$ cat src/rtl/symbol_sequencer.sv
// Transmit symbol scheduler: frames requester bytes as STP/payload/END, fills idle
// time with IDL, nullifies gapped packets with EDB and inserts SKP ordered sets between packets.
module symbol_sequencer #(
  parameter int SKP_INTERVAL = 1180,
  parameter int SKP_CNT_W    = 16,
  parameter int NUM_SKP      = 3
) (
  input  logic       clk,
  input  logic       reset_L,
  input  logic       req_valid,
  input  logic [7:0] req_data,
  input  logic       req_last,
  output logic       req_ready,
  output logic       valid_out,
  output logic [7:0] data_out,
  output logic       err_abort,
  output logic [2:0] state_dbg
);

  localparam logic [7:0] SYM_STP = 8'hfb;
  localparam logic [7:0] SYM_END = 8'hfd;
  localparam logic [7:0] SYM_EDB = 8'hfe;
  localparam logic [7:0] SYM_SKP = 8'h1c;
  localparam logic [7:0] SYM_IDL = 8'h7c;
  localparam logic [7:0] SYM_COM = 8'hbc;

  typedef enum logic [2:0] {
    S_IDLE = 3'd0,
    S_STP  = 3'd1,
    S_DATA = 3'd2,
    S_LAST = 3'd3,
    S_ENDS = 3'd4,
    S_ABRT = 3'd5,
    S_SKPC = 3'd6,
    S_SKPS = 3'd7
  } state_t;

  state_t               state, next_state;
  logic [1:0]           skp_idx, next_skp_idx;
  logic [SKP_CNT_W-1:0] skp_cnt;
  logic                 skp_pend;
  logic                 skp_wrap;
  state_t               exit_state;
  logic [7:0]           next_data;
  logic                 next_valid;
  logic                 next_err;

  // Handshake: a byte transfers on a posedge where req_valid && req_ready are both
  // high; req_ready depends only on state, so the requester never sees a comb loop.
  assign req_ready = (state == S_STP) || (state == S_DATA);
  assign state_dbg = state;

  assign skp_wrap = (skp_cnt == SKP_CNT_W'(SKP_INTERVAL - 1));

  // State register with the symbol chosen for the state being entered.
  always_ff @(posedge clk or negedge reset_L) begin
    if (!reset_L) begin
      state     <= S_IDLE;
      skp_idx   <= 2'd0;
      data_out  <= SYM_IDL;
      valid_out <= 1'b0;
      err_abort <= 1'b0;
    end else begin
      state     <= next_state;
      skp_idx   <= next_skp_idx;
      data_out  <= next_data;
      valid_out <= next_valid;
      err_abort <= next_err;
    end
  end

  // Pending SKP is only honoured at packet boundaries (exit of IDLE/ENDS/ABRT/SKPS).
  always_comb begin
    exit_state = S_IDLE;
    if (skp_pend)       exit_state = S_SKPC;
    else if (req_valid) exit_state = S_STP;
  end

  always_comb begin
    next_state   = state;
    next_skp_idx = skp_idx;
    case (state)
      S_IDLE: next_state = exit_state;
      S_STP, S_DATA: begin
        if (!req_valid)    next_state = S_ABRT;
        else if (req_last) next_state = S_LAST;
        else               next_state = S_DATA;
      end
      S_LAST: next_state = S_ENDS;
      S_ENDS, S_ABRT: next_state = exit_state;
      S_SKPC: begin
        next_state   = S_SKPS;
        next_skp_idx = 2'd1;
      end
      S_SKPS: begin
        if (skp_idx < 2'(NUM_SKP)) begin
          next_state   = S_SKPS;
          next_skp_idx = skp_idx + 2'd1;
        end else begin
          next_state = exit_state;
        end
      end
      default: next_state = S_IDLE;
    endcase
  end

  always_comb begin
    next_data  = SYM_IDL;
    next_valid = 1'b0;
    next_err   = 1'b0;
    case (next_state)
      S_STP:  next_data = SYM_STP;
      S_DATA, S_LAST: begin
        next_data  = req_data;
        next_valid = 1'b1;
      end
      S_ENDS: next_data = SYM_END;
      S_ABRT: begin
        next_data = SYM_EDB;
        next_err  = 1'b1;
      end
      S_SKPC: next_data = SYM_COM;
      S_SKPS: next_data = SYM_SKP;
      default: next_data = SYM_IDL;
    endcase
  end

  // A wrap on the same cycle as SKPC entry keeps the request set.
  always_ff @(posedge clk or negedge reset_L) begin
    if (!reset_L) begin
      skp_cnt  <= '0;
      skp_pend <= 1'b0;
    end else begin
      skp_cnt <= skp_wrap ? '0 : skp_cnt + 1'b1;
      if (skp_wrap)                  skp_pend <= 1'b1;
      else if (next_state == S_SKPC) skp_pend <= 1'b0;
    end
  end

endmodule

$ cat config.mk
export PLATFORM = sky130hd
export DESIGN_NAME = symbol_sequencer
export DESIGN_NICKNAME = d
export VERILOG_FILES = /design/src/rtl/symbol_sequencer.sv
export SDC_FILE = /design/constraint.sdc
export NUM_CORES = 1
export LEC_CHECK = 0
export ABC_CLOCK_PERIOD_IN_PS = 3350
export CORE_MARGIN = 2
export CORE_UTILIZATION = 40
export DETAILED_ROUTE_END_ITERATION = 8
export GPL_ROUTABILITY_DRIVEN = 1
export HOLD_SLACK_MARGIN = 0.05
export SKIP_CTS_REPAIR_TIMING = 1
export SLEW_MARGIN = 20
export SYNTH_ARGS = -nofsm -noshare
export SYNTH_HDL_FRONTEND = slang
export SYNTH_SLANG_ARGS = --single-unit
$ cat constraint.sdc
create_clock -name clk -period 3.35 [get_ports clk]
set_input_delay 0.5025 -clock clk [delete_from_list [all_inputs] [get_ports clk]]
set_output_delay 0.5025 -clock clk [all_outputs]
set_load 0.01 [all_outputs]
==> flow_summary.yaml, run 1 <==
run_status:
  status: "finished, final reports clean"
power:
  power_mw: 1.38
  p_comb_share_pct: 36.9
  power_frac_seq_pct: 41.3
  p_int_mw: 0.923
  swShare_pct: 33.1
  power.leakage_nw: 0.806
  peakVddDrop_mv: 0.376
  clkPwrFrac_pct: 21.8
  cellPowerDensity_nw_per_um2: 730
  power_switching_mw: 0.458
finish:
  drive_gt1_share_pct: 10.4
  multi_input_area_um2: 662
  fin_nets: 186
  n_fill_cell: 366
  diodes: 0
  utilization_pct: 52.1
  seq_area_um2: 807
  synthToLayoutAreaGrowth_pct: 25.8
sta:
  slew_headroom_pct: 61.7
  finalHoldViolCount: 0
  fmax_ghz: 0.425
  fin_setup_tns_ps: 0
  maxSlewViolCount: 0
  tightest_slew_ps: 572
  fin_crit_ps: 2350
  rsz0062_at_grt: "no"
  fin_skew_ps: 6.02
  post-route-worst-setup-slack_ps: 995
  setup_violations: 0
  min_period_over_period_pct: 70.3
setup_path:
  r2r_cells: 5
  timing.rr.start: "state_dbg[2]$_DFF_PN0_"
  r2r-end: "data_out[0]$_DFF_PN0_"
  crit_required_ps: 2850
  crit_type: "reg -> out"
  critPathMaxStageDelay_ps: 540
  cp_num_buf_inv: 1
  r2r_slack_ps: 1670
  cp-start-kind: "flop"
  cp_data_arrival_time_ps: 1850
  slowest_stage: "dfrtp_1"
  path_max_fanout: 15
  path_cells: "xnor2_1 > nor2_1 > clkdlybuf4s50_1"
  cp_top_family: "flip-flops"
  end_kind: "output pin"
drt:
  first_pass_iters: 4
  via_per_inst: 5.18
  totalWireLength_mm: 3.10
  dr.first_iter.drc_count: 90
  antenna_left: 0
  post_drt_wl_per_cell_um: 14.0
  vias: 1144
  drc: 0
yosys:
  synth_area_um2: 1500
  synth.area.top_cells: "dfrtp_1 45%, dfstp_2 8.7%, xnor2_1 6.4%"
  synth_area_leader_cell: "dfrtp_1"
  synth_flop_cell: "dfrtp_1"
  synth.distinct_cells: 40
  ys_seq_elements: 32
  async_flop_share_pct: 100
  synth_nets: 156
  synth_top_area_share_pct: 44.9
  synthTopCellsByCount: "27 x dfrtp_1, 15 x nor2_1, 12 x nand2_1"
  synth-warning-count: 0
  seq_area_frac_synth_pct: 53.7
  synth.most_common_cell: "dfrtp_1"
  syn_inst: 142
  avgSynthCellArea_um2: 10.6
  synth_edf_count: 0
grt:
  grt_max_degree: 33
  grt_overflow: 0
  grt_pass1_vias: 1170
  grt_antenna_before_repair: 0
  grt_pass1_wl_mm: 5.41
  grtUsageTotal_pct: 16.7
job:
  drv_cap: 0
hold_path:
  hold_path.class: "reg -> reg"
  hold_depth: 1
  hold_end: "skp_cnt[15]$_DFF_PN0_"
  hold_start: "skp_cnt[15]$_DFF_PN0_"
placement:
  place_ws_ps: 1250
  port_buffers: 25
  place_congestion: 0.905
  dp_hpwl_mm: 2.14
floorplanning:
  coreArea_um2: 3630
  row_count: 22
  io_pins: 26
  initial_utilization_pct: 41.4
  die_width_um: 65.3
  die_area_um2: 4270
  die_height_um: 65.3
clock_tree:
  cts_tree: "done"
  root_buffer: "clkbuf_8"
  path_clk_slew_ps: 60
  clock_path_buffers: 2
  h-tree-depth: 2
  clock_latency_ps: 280
  clock-sinks: 32
  cts_buffers: 5
## per-layer routing
layer | part of all wire (%) | up-vias | track usage (%)
li1 | - | 547 | -
met1 | 48 | 568 | 21.8
met2 | 46 | 23 | 26.3
met3 | 4.1 | 6 | 5.31
met4 | 1.5 | 0 | 5.47
met5 | 0 | - | 0
## worst max-delay path by stage
stage	startpoint	end	slack, ps	cells after the start
floorplan	state_dbg[1]$_DFF_PN0_	req_ready	1810	3
global route	state_dbg[1]$_DFF_PN0_	req_ready	900	3
finish	state_dbg[1]$_DFF_PN0_	req_ready	1000	3
CTS	state_dbg[1]$_DFF_PN0_	req_ready	990	3
global placement	req_valid	data_out[2]$_DFF_PN1_	1300	6
detailed placement	req_valid	data_out[2]$_DFF_PN1_	1250	6
## logic make-up (layout without fill, tap and decap cells)
kind of cell / count (synthesis) / in the layout / share of synthesized area [%]
AO/OA/AOI/OAI: 23 / 23 / 9.90
XOR/XNOR: 16 / 16 / 9.32
adder cells (fa/ha/maj): 2 / 2 / 1.66
buffers and inverters: 7 / 38 / 2.33
flip-flops: 32 / 32 / 53.7
AND/OR/NAND/NOR: 62 / 62 / 23.1
## state kept, by name (all words and copies together) (netlist names)
signal and flops:
state_dbg 3, valid_out 1, skp_pend 1, skp_idx 2, err_abort 1, skp_cnt 16, data_out 8
## cell usage in the layout (no fill, tap or decap), drive strengths merged, types with 2 or more instances in the layout
cell	Yosys	layout
a21oi	8	8
a22o	3	3
and2b	3	3
and3	4	4
and4	2	2
clkbuf	0	8
clkdlybuf4s50	0	25
dfrtp	27	27
dfstp	5	5
ha	2	2
inv	4	4
nand2	12	12
nand2b	2	2
nand3	6	6
nand4	2	2
nor2	15	15
nor2b	3	3
nor3	4	4
o21ai	5	5
or3	3	3
xnor2	11	11
xor2	5	5
## per-stage QoR
step / area, um^2 / cells / hold slack, ps
2_1_floorplan: 1500 / 142 / 207
6_report: 1890 / 221 / 484
3_3_place_gp: 1800 / 213 / 467
4_1_cts: 1890 / 221 / 489
5_1_grt: 1890 / 221 / 507
3_5_place_dp: 1800 / 213 / 476
## final cells by class
cell class	instances	share of cell area [%]
Clock buffer	8	4.76
Inverter	4	0.794
Multi-Input combinational cell	103	35.0
Tap cell	48	3.17
Sequential cell	32	42.7
Timing Repair Buffer	26	13.6
## power groups by stage
stage	sequential (mW)	clock (mW)	combinational [mW]
floorplan	0.561	0	0.305
global placement	0.572	0	0.505
detailed placement	0.574	0	0.514
CTS	0.569	0.313	0.514
global route	0.585	0.330	0.566
finish	0.570	0.301	0.510
No activity file was read; power rests on OpenSTA's default activity.
==> inputs of run 2 (changes only) <==
ABC_CLOCK_PERIOD_IN_PS = 2100   (was 3350)
PLACE_DENSITY = 0.66   (was unset)
clock period = 2.1 ns   (was 3.35 ns; I/O delays follow)
==> run 2 against run 1 <==
Net effect:
- worst hold slack got worse by 62 ps
- global-route usage shrank 1.4 points
- non-clock buffer count increased by 2
- clock skew is 4.1 ps higher
- critical path depth is the same
- register-to-register slack lost 1300 ps
- sequential share of layout area decreased by 0.14 points
- cell count up 0.90%
- critical path type unchanged
- clock power up 48%
- critical endpoint unchanged
- clock-buffer cell count down 1
==> flow_summary.yaml, run 2 (same netlist as run 1, synthesis figures left out) <==
grt:
  grt_overflow: 0
  grt_pass1_wl_mm: 5.06
  grt_pass1_vias: 1153
  grtUsageTotal_pct: 15.3
  grt_max_degree: 33
  grt_antenna_before_repair: 0
setup_path:
  cp-start-kind: "flop"
  end_kind: "output pin"
  slowest_stage: "dfrtp_1"
  critPathMaxStageDelay_ps: 580
  path_max_fanout: 12
  cp_data_arrival_time_ps: 1640
  crit_required_ps: 1780
  cp_top_family: "flip-flops"
  path_cells: "xnor2_1 > nor2_1 > clkdlybuf4s50_1"
  crit_type: "reg -> out"
  cp_num_buf_inv: 1
sta:
  tightest_slew_ps: 489
  setup_violations: 0
  finalHoldViolCount: 0
  min_period_over_period_pct: 93.3
  slew_headroom_pct: 67.3
  maxSlewViolCount: 0
  fin_setup_tns_ps: 0
  post-route-worst-setup-slack_ps: 142
  fmax_ghz: 0.511
  fin_crit_ps: 1960
  rsz0062_at_grt: "no"
  fin_skew_ps: 10.1
drt:
  dr.first_iter.drc_count: 44
  drc: 0
  totalWireLength_mm: 2.93
  via_per_inst: 5.31
  vias: 1185
  first_pass_iters: 6
  post_drt_wl_per_cell_um: 13.1
  antenna_left: 0
finish:
  largest_reg_flops: 16
  final_common_cell: "dfrtp_1"
  drive_gt1_share_pct: 11.4
  n_fill_cell: 365
  fin_cells: 223
  max_flop_register: "skp_cnt"
  diodes: 0
  synthToLayoutAreaGrowth_pct: 26.2
  final_cell_mix: "27 x dfrtp_1, 25 x clkdlybuf4s50_1, 15 x nor2_1"
  fin_nets: 188
hold_path:
  hold_path.class: "in -> async"
clock_tree:
  clock-sinks: 32
  clock_latency_ps: 280
  root_buffer: "clkbuf_8"
  h-tree-depth: 2
  cts_tree: "done"
  cts_buffers: 5
  path_clk_slew_ps: 70
  clock_path_buffers: 2
floorplanning:
  row_count: 22
  coreArea_um2: 3630
  die_height_um: 65.3
  io_pins: 26
  die_width_um: 65.3
  die_area_um2: 4270
  initial_utilization_pct: 41.4
power:
  power.leakage_nw: 0.813
  peakVddDrop_mv: 0.676
  cellPowerDensity_nw_per_um2: 1160
placement:
  dp_hpwl_mm: 2.16
  dp.cells: 215
  place_congestion: 0.852
  place_ws_ps: 163
  port_buffers: 25
job:
  drv_cap: 0
run_status:
  status: "finished, final reports clean"
-- run 2: layer usage --
metal / vias to the layer above / global-route usage [%] / wire (um)
li1: 554 / - / -
met4: 0 / 4.43 / 26
met1: 586 / 19.3 / 1300
met3: 4 / 4.97 / 185
met2: 41 / 25.1 / 1420
met5: - / 0 / 0
-- run 2: final timing paths --
check                                        from                    end  slack (ps)  cells past startpoint
hold reg to reg             skp_cnt[15]$_DFF_PN0_  skp_cnt[15]$_DFF_PN0_         490                      1
max in group asynchronous                 reset_L  data_out[6]$_DFF_PN1_        1350                      2
setup / recovery           state_dbg[0]$_DFF_PN0_              req_ready         140                      3
hold / removal                            reset_L   skp_cnt[8]$_DFF_PN0_         420                      2
setup reg to reg           state_dbg[2]$_DFF_PN0_  data_out[0]$_DFF_PN0_         400                      5
min in group clk            skp_cnt[15]$_DFF_PN0_  skp_cnt[15]$_DFF_PN0_         490                      1
-- run 2: cell type report --
cell class / count / area [um^2] / share of cell area (%)
clock inverter: 1 / 5.00 / 0.264
timing repair buffer: 28 / 273 / 14.4
multi-input combinational: 103 / 662 / 34.9
inverter: 4 / 15.0 / 0.791
sequential: 32 / 807 / 42.5
tap: 48 / 60.1 / 3.16
clock buffer: 7 / 76.3 / 4.02
-- run 2: report_power, final --
| part | switching [mW] | internal [mW] |
|---|---|---|
| clock network | 0.213 | 0.232 |
| registers | 0.120 | 0.768 |
| logic | 0.405 | 0.467 |
-- run 2: per-stage QoR --
step	utilization, %	hold slack [ps]	power [mW]	cell area (um^2)
after floorplan	-	19.4	1.38	1500
after global placement	50.0	469	1.75	1820
after CTS	52.2	446	2.22	1900
after global routing	52.2	481	2.35	1900
after detailed placement	50.0	480	1.77	1820
final	52.2	422	2.21	1900
==> inputs of run 3 (changes only) <==
ABC_CLOCK_PERIOD_IN_PS = 2190   (was 2100)
PLACE_DENSITY = unset   (was 0.66)
SLEW_MARGIN = unset   (was 20)
clock period = 2.19 ns   (was 2.1 ns; I/O delays follow)
==> run 3 against run 2 <==
Net effect:
- core utilization up 0.45 points
- highest routed layer unchanged
- largest cell class unchanged
- cell count up 0.45%
- clock skew down 5.0 ps
- combinational power up 0.6%
- sequential power down 7.1%
==> flow_summary.yaml, run 3 (same netlist as run 1, synthesis figures left out) <==
hold_path:
  hold_path.class: "in -> async"
floorplanning:
  io_pins: 26
  row_count: 22
  die_height_um: 65.3
  die_width_um: 65.3
  die_area_um2: 4270
  coreArea_um2: 3630
  initial_utilization_pct: 41.4
finish:
  synthToLayoutAreaGrowth_pct: 27.3
  drive_gt1_share_pct: 11.9
  fin_nets: 189
  final_common_cell: "dfrtp_1"
  fin_cells: 224
  max_flop_register: "skp_cnt"
  diodes: 0
  final_cell_mix: "27 x dfrtp_1, 25 x clkdlybuf4s50_1, 15 x nor2_1"
  utilization_pct: 52.7
  largest_reg_flops: 16
clock_tree:
  cts_tree: "done"
  cts_buffers: 5
  clock_path_buffers: 2
  h-tree-depth: 2
  path_clk_slew_ps: 60
  clock-sinks: 32
  clock_latency_ps: 280
  root_buffer: "clkbuf_8"
drt:
  first_pass_iters: 4
  via_per_inst: 5.13
  post_drt_wl_per_cell_um: 13.4
  antenna_left: 0
  drc: 0
  totalWireLength_mm: 3.00
  vias: 1150
  dr.first_iter.drc_count: 64
setup_path:
  cp-start-kind: "flop"
  r2r_slack_ps: 520
  end_kind: "output pin"
  crit_required_ps: 1860
  crit_type: "reg -> out"
  path_max_fanout: 16
  cp_data_arrival_time_ps: 1520
grt:
  grt_pass1_wl_mm: 5.27
  grt_max_degree: 33
  grt.busiest_layer: "met2"
  use_met2_pct: 25.0
  grt_pass1_vias: 1170
  grt_antenna_before_repair: 0
  use_met1_pct: 20.6
  grtUsageTotal_pct: 16.4
  grt.met3_usage_pct: 6.16
  grt_overflow: 0
placement:
  dp_hpwl_mm: 2.11
  port_buffers: 25
  place_congestion: 0.888
  dp.cells: 216
power:
  peakVddDrop_mv: 0.524
  power.leakage_nw: 0.821
  cellPowerDensity_nw_per_um2: 1130
sta:
  slew_headroom_pct: 65.7
  fin_setup_tns_ps: 0
  fmax_ghz: 0.540
  fin_skew_ps: 5.04
  finalHoldViolCount: 0
  fin_crit_ps: 1850
  maxSlewViolCount: 0
  rsz0062_at_grt: "no"
  min_period_over_period_pct: 84.6
  setup_violations: 0
  tightest_slew_ps: 512
job:
  drv_cap: 0
run_status:
  status: "finished, final reports clean"
## run 3: critical path, cell delays in order, from the launching register on
cell,delay [ps]
dfrtp_1,540
nor2_1,170
clkdlybuf4s50_1,540
## run 3: area by class of cell
class / count / area [um^2]
Inverter: 4 / 15.0
Clock buffer: 8 / 90.1
Multi-Input combinational cell: 103 / 662
Sequential cell: 32 / 807
Tap cell: 48 / 60.1
Fill cell: 347 / 1720
Timing Repair Buffer: 29 / 280
## run 3: per-layer routing
layer	part of all wire, %	wire [um]	up-vias
met4	2.2	65	0
met5	0	0	-
met2	46	1390	21
met3	4.9	148	9
met1	46	1390	559
li1	-	-	561
## run 3: worst paths after layout
path | from | end | depth (start not counted)
max reg2reg | state_dbg[2]$_DFF_PN0_ | data_out[0]$_DFF_PN0_ | 5
min reg2reg | skp_cnt[15]$_DFF_PN0_ | skp_cnt[15]$_DFF_PN0_ | 1
max | state_dbg[2]$_DFF_PN0_ | req_ready | 2
min | reset_L | err_abort$_DFF_PN0_ | 2
max in group asynchronous | reset_L | data_out[6]$_DFF_PN1_ | 2
min in group clk | skp_cnt[15]$_DFF_PN0_ | skp_cnt[15]$_DFF_PN0_ | 1
## run 3: where the power goes
group	switching [mW]	internal [mW]	total, mW	leakage [nW]
Combinational	0.418	0.459	0.877	0.379
Sequential	0.0876	0.737	0.825	0.396
Clock	0.200	0.256	0.456	0.0455
Total	0.705	1.45	2.16	0.821
## run 3: stage by stage
step                      cell area [um^2]  hold slack, ps  setup slack, ps  total power, mW
final                                 1910             441              337             2.16
after global routing                  1910             471              267             2.31
after CTS                             1910             449              325             2.18
after detailed placement              1820             476              232             1.71
after global placement                1820             477              318             1.70
after floorplan                       1500            32.9              716             1.33
==> patch 1 (flow settings as in run 2) <==
The output `err_abort` loses its register stage (`err_abort` becomes a continuous assignment).
--- a/src/rtl/symbol_sequencer.sv
+++ b/src/rtl/symbol_sequencer.sv
@@ -59,15 +59,15 @@
       skp_idx   <= 2'd0;
       data_out  <= SYM_IDL;
       valid_out <= 1'b0;
-      err_abort <= 1'b0;
     end else begin
       state     <= next_state;
       skp_idx   <= next_skp_idx;
       data_out  <= next_data;
       valid_out <= next_valid;
-      err_abort <= next_err;
     end
   end
+
+  assign err_abort = next_err;
 
   // Pending SKP is only honoured at packet boundaries (exit of IDLE/ENDS/ABRT/SKPS).
   always_comb begin
Formal check against the unedited RTL: not equivalent (Yosys sat finds a counterexample within 4 cycles, from zero or initial values and one cycle with reset_L low).
==> patch 1 against run 2 <==
Count of clock-buffer cells in the layout did not move. Clock skew shrank 0.0031 ns. Sequential share of layout area fell by 1.2 points. Clock power is 7.2% higher. Sequential cell count shrank 1. Power rose by 1.2%. Sequential power decreased by 6.9%. First-iteration DRC count grew 39%. Setup slack improved by 0.014 ns. Synthesized area decreased by 1.7%. Design area shrank 0.40%. Routed wire length up 3.4%.
==> patch 1: results (changes against run 2) <==
----------------------------------------------------
[Yosys]
  Prevailing post-synth register cell ... dfrtp_1
  Synthesis-stage register bit count ... 31 (-3.1%)
  Cell types occupying the most area after synthesis ... dfrtp_1, dfstp_2, xnor2_1, nor2_1, nand2_1
  Share of the synthesized area in compound gates (AO/OA/AOI/OAI) ... 0.101 (+0.00168)
  Post-synthesis share of cell area spent on full adders, half adders and majority gates ... 0.0169 (+0.000282)
  Post-synth top cells ... dfrtp_1, nor2_1, nand2_1
  Synthesized-area fraction occupied by xor and xnor cells ... 0.0948 (+0.00158)
  Portion of the post-synthesis area used by sequential elements ... 0.529 (-0.00784)
  Synthesized net count ... 155 (-0.64%)

[Placed design]
  Post-DP HPWL ... 2140 microns (-1.2%)
  Standard cell area after detailed placement ... 1800 sq um (-0.96%)
  Final weighted congestion in routability-driven placement ... 0.904 (+6.2%)

[Job]
  Max-capacitance violation count ... 0 (unchanged)

[Global route]
  Wire length of the first global-routing pass ... 5400 microns (+6.7%)
  Global Route Usage Sum ... 0.169 (+0.0159)
  Largest net degree at the start of global routing ... 32 (-3.0%)
  Number of global-route vias before repair ... 1171 (+1.6%)

[Route]
  DRT iter0 DRCs ... 61 (+39%)
  Drt wl/cell ... 13.6 microns (+3.4%)
  Drt pass-1 iters ... 4 (-2)
  Vias ... 1148 (-3.1%)

[Critical path]
  Launch point of the worst path ... req_valid
  Capture point of the worst path ... err_abort
  Worst setup slack for register-to-register paths ... 0.42 ns (+0.02 ns)
  Crit path max fanout ... 9 (-3)
  Worst reg-to-reg path cell count ... 5 (unchanged)
  Critical path's slowest cell ... clkdlybuf4s50_1

[Layout]
  Fraction of standard cell area in multi-input logic ... 0.350 (+0.00139)
  Final-layout non-clock buffer area share ... 0.148 (+0.00454)
  Fill cell count ... 342 (-6.3%)
  Storage cell area ... 782 sq um (-3.1%)
  Layout clock area frac ... 0.0483 (+0.00546)
  Non-clk invs ... 4 (unchanged)
  Non-clock buffer total of the final layout ... 29 (+3.6%)
  Proportion of layout cells with a drive suffix above 1 ... 0.126 (+0.0114)
  Max reg flops ... 16 (unchanged)

[Die]
  Die width ... 64.8 microns (-0.78%)

[Pwr]
  VDD IR-drop max ... 0.000617 V (-8.7%)
  Internal power ... 0.00149 W (+1.3%)
  Clock network power ... 0.000478 W (+7.2%)
  Sw Pwr ... 0.000746 W (+1.0%)
  Leakage power ... 0.810 nW (-0.32%)
  Flip-flop and latch power ... 0.000827 W (-6.9%)

[STA]
  Slew of the pin with the lowest slew margin ... 0.525 ns (+0.0364 ns)
  Largest clock skew in the final design ... 0.00699 ns (-0.00309 ns)

[CTS]
  Clock buffers created by TritonCTS ... 5 (unchanged)

[Run status]
  Result of the run ... complete, no violations

----------------------------------------------------
-- patch 1: cell count changes in the layout (fill, tap and decap cells not counted) --
cell      before  now
buf_4          3    4
dfrtp_1       27   26
clkbuf_8       5    6
clkbuf_1       2    1
-- patch 1: worst max-delay path, delay by kind of cell --
family / cells / cell delay [ns]
buffers and inverters: 2 / 1.10
AND/OR/NAND/NOR: 1 / 0.22
-- patch 1: metal layers --
| layer | global-route usage | routed length (microns) | part of all wire |
|---|---|---|---|
| met4 | 0.0399 | 23 | 0.0076 |
| met2 | 0.278 | 1480 | 0.49 |
| met3 | 0.0729 | 157 | 0.052 |
| met5 | 0 | 0 | 0 |
| met1 | 0.204 | 1370 | 0.45 |
-- patch 1: stage by stage --
stage,hold slack [ns],instances,setup slack (ns),utilization
after floorplan,0.0194,141,0.626,-
after global placement,0.467,215,0.180,0.499
after detailed placement,0.493,215,0.142,0.499
after CTS,0.436,223,0.142,0.524
after global routing,0.444,223,0.0777,0.524
final,0.423,223,0.155,0.524
==> patch 2 (config.mk and constraints of run 2) <==
Without the edit above. Set the parameter `SKP_CNT_W` to 12 (it was 16).
--- a/src/rtl/symbol_sequencer.sv
+++ b/src/rtl/symbol_sequencer.sv
@@ -2,7 +2,7 @@
 // time with IDL, nullifies gapped packets with EDB and inserts SKP ordered sets between packets.
 module symbol_sequencer #(
   parameter int SKP_INTERVAL = 1180,
-  parameter int SKP_CNT_W    = 16,
+  parameter int SKP_CNT_W    = 12,
   parameter int NUM_SKP      = 3
 ) (
   input  logic       clk,
Function: no difference found for any inputs over 10 cycles, from zero or initial values and one cycle with reset_L low; that may be too few to reach the edited logic, so the function may still have changed.
==> patch 2 against run 2 <==
Sequential cell count is 4 lower. Setup slack worse by 0.035 ns. Non-clock buffer count is 1 higher. Design area is 11% lower. Largest power group is now combinational cells. Global-route usage is 0.29 points lower. Routed wire length is 18% lower. Power is 9.7% lower. Synthesized area is 12% lower.
==> patch 2: results (changes against run 2) <==
----------------------------------------------------
[Layout]
  Number of nets in the layout ... 165 (-12%)
  Register name with the most flops ... skp_cnt
  Max reg flops ... 12 (-4)
  Proportion of layout cells with a drive suffix above 1 ... 0.167 (+0.0524)

[Critical path]
  Reg2reg end ... skp_cnt[10]
  Gate family responsible for the most delay along the worst path ... buffers and inverters
  Arrival time reported for the critical path endpoint ... 1.68 ns (+0.04 ns)
  Worst setup slack for register-to-register paths ... 0.53 ns (+0.13 ns)
  Crit path max fanout ... 3 (-9)
  Worst reg-to-reg path cell count ... 5 (unchanged)
  Critical path's slowest cell ... clkdlybuf4s50_1
  Reg-to-reg critical path startpoint ... skp_cnt[0]
  Slowest cell delay on critical path ... 0.53 ns (-0.05 ns)

[Yosys]
  Post-synth top cells ... dfrtp_1, nor2_1, nand2_1
  Prevailing post-synth register cell ... dfrtp_1
  Share of the synthesized area in compound gates (AO/OA/AOI/OAI) ... 0.112 (+0.0131)
  Post-synthesis mux area share ... 0.0151 (+0.0151)
  Ys Warns ... 0 (unchanged)
  Number of instances in the synthesized netlist ... 121 (-15%)
  Share of flip-flops with an asynchronous set or reset ... 1.00 (unchanged)
  Synthesized net count ... 135 (-13%)
  Synthesized-area fraction occupied by xor and xnor cells ... 0.0716 (-0.0216)
  Cell variety after synth ... 40 (unchanged)
  Cell types occupying the most area after synthesis ... dfrtp_1, dfstp_2, xor2_1, nor2_1, nor2b_1
  Post-synthesis share of cell area spent on full adders, half adders and majority gates ... 0.0188 (+0.00219)
  Portion of the post-synthesis area used by sequential elements ... 0.532 (-0.00459)

[Pwr]
  VDD IR-drop max ... 0.000664 V (-1.8%)
  Leakage power ... 0.715 nW (-12%)
  Switching part of the total power ... 0.347 (+0.0122)

[CTS]
  Clock transition at the registers of the reported paths ... 0.14 ns (+0.07 ns)
  Clock buffers created by TritonCTS ... 3 (-2)
  Clock latency on the worst-skew pair ... 0.31 ns (+0.03 ns)
  Cell chosen for the clock root ... clkbuf_4
  Depth of the CTS H-tree ... 1 (-1)

[Route]
  Vias per inst ... 5.14 (-3.3%)
  WL final ... 2390 microns (-18%)
  Vias ... 997 (-16%)
  DRT iter0 DRCs ... 39 (-11%)
  Drt pass-1 iters ... 4 (-2)

[Global route]
  Number of global-route vias before repair ... 973 (-16%)
  Global Route Usage Sum ... 0.150 (-0.00289)
  Largest net degree at the start of global routing ... 29 (-12%)
  Wire length of the first global-routing pass ... 4300 microns (-15%)

[Placed design]
  Final weighted congestion in routability-driven placement ... 0.847 (-0.60%)
  Post-DP HPWL ... 1760 microns (-18%)
  Number of placed instances, taps included ... 189 (-12%)
  Quantity of I/O buffers inserted on ports ... 25 (unchanged)

[STA]
  Worst-case headroom to the max-slew limit ... 0.770 (+0.0968)
  Largest clock skew in the final design ... 0.00137 ns (-0.00870 ns)

[Run status]
  Result of the run ... complete, no violations

[Hold path]
  Worst hold-check path type ... input pin to async pin

----------------------------------------------------
## patch 2: cell count changes in the layout (fill, tap and decap cells not counted), moves of 4 or more
cell / change
xnor2_1: -7
nor2_1: -4
nand2_1: -4
nor2b_1: +4
clkbuf_8: -4
dfrtp_1: -5
a21oi_1: -7
## patch 2: cell families (layout without fill, tap and decap cells)
family                     Yosys count  count (layout)
muxes                                2               2
DFF                                 28              28
buffers and inverters                9              38
AOI/OAI and AO/OA                   20              20
and+or+nand+nor                     50              50
xor gates and xnor gates            10              10
adders and majority gates            2               2
## patch 2: cell type report
cell class	instances	area (sq um)
Multi-Input combinational cell	84	582
Tap cell	44	55.1
Clock buffer	4	36.3
Fill cell	305	1420
Sequential cell	28	708
Timing Repair Buffer	29	280
Inverter	5	18.8
## patch 2: layer usage
| layer | global-route usage | part of all wire |
|---|---|---|
| met4 | 0.0456 | 0.0050 |
| met1 | 0.193 | 0.46 |
| met5 | 0 | 0 |
| met3 | 0.0252 | 0.025 |
| met2 | 0.259 | 0.51 |
## patch 2: stage by stage
step                      setup WS [ns]  instance area, sq um  setup TNS (ns)  power [W]  hold WS, ns
final                             0.107                  1680               0    0.00199        0.356
after global routing           0.000257                  1680               0    0.00215        0.356
after CTS                       -0.0102                  1660         -0.0102    0.00198        0.358
after detailed placement          0.338                  1630               0    0.00172        0.487
after global placement            0.371                  1630               0    0.00170        0.478
after floorplan                   0.727                  1330               0    0.00135       0.0194
## patch 2: power groups by stage
stage / combinational (W) / clock, W / sequential (W)
2_1_floorplan: 0.000527 / 0 / 0.000819
6_report: 0.000966 / 0.000250 / 0.000776
4_1_cts: 0.000947 / 0.000265 / 0.000769
3_3_place_gp: 0.000924 / 0 / 0.000775
3_5_place_dp: 0.000942 / 0 / 0.000779
5_1_grt: 0.00107 / 0.000292 / 0.000794
## patch 2: worst max path at each step
stage                       from          end
floorplan             skp_cnt[0]  skp_cnt[10]
global placement       req_valid  data_out[1]
detailed placement     req_valid  data_out[1]
CTS                 state_dbg[0]    req_ready
global route        state_dbg[1]    req_ready
finish              state_dbg[1]    req_ready
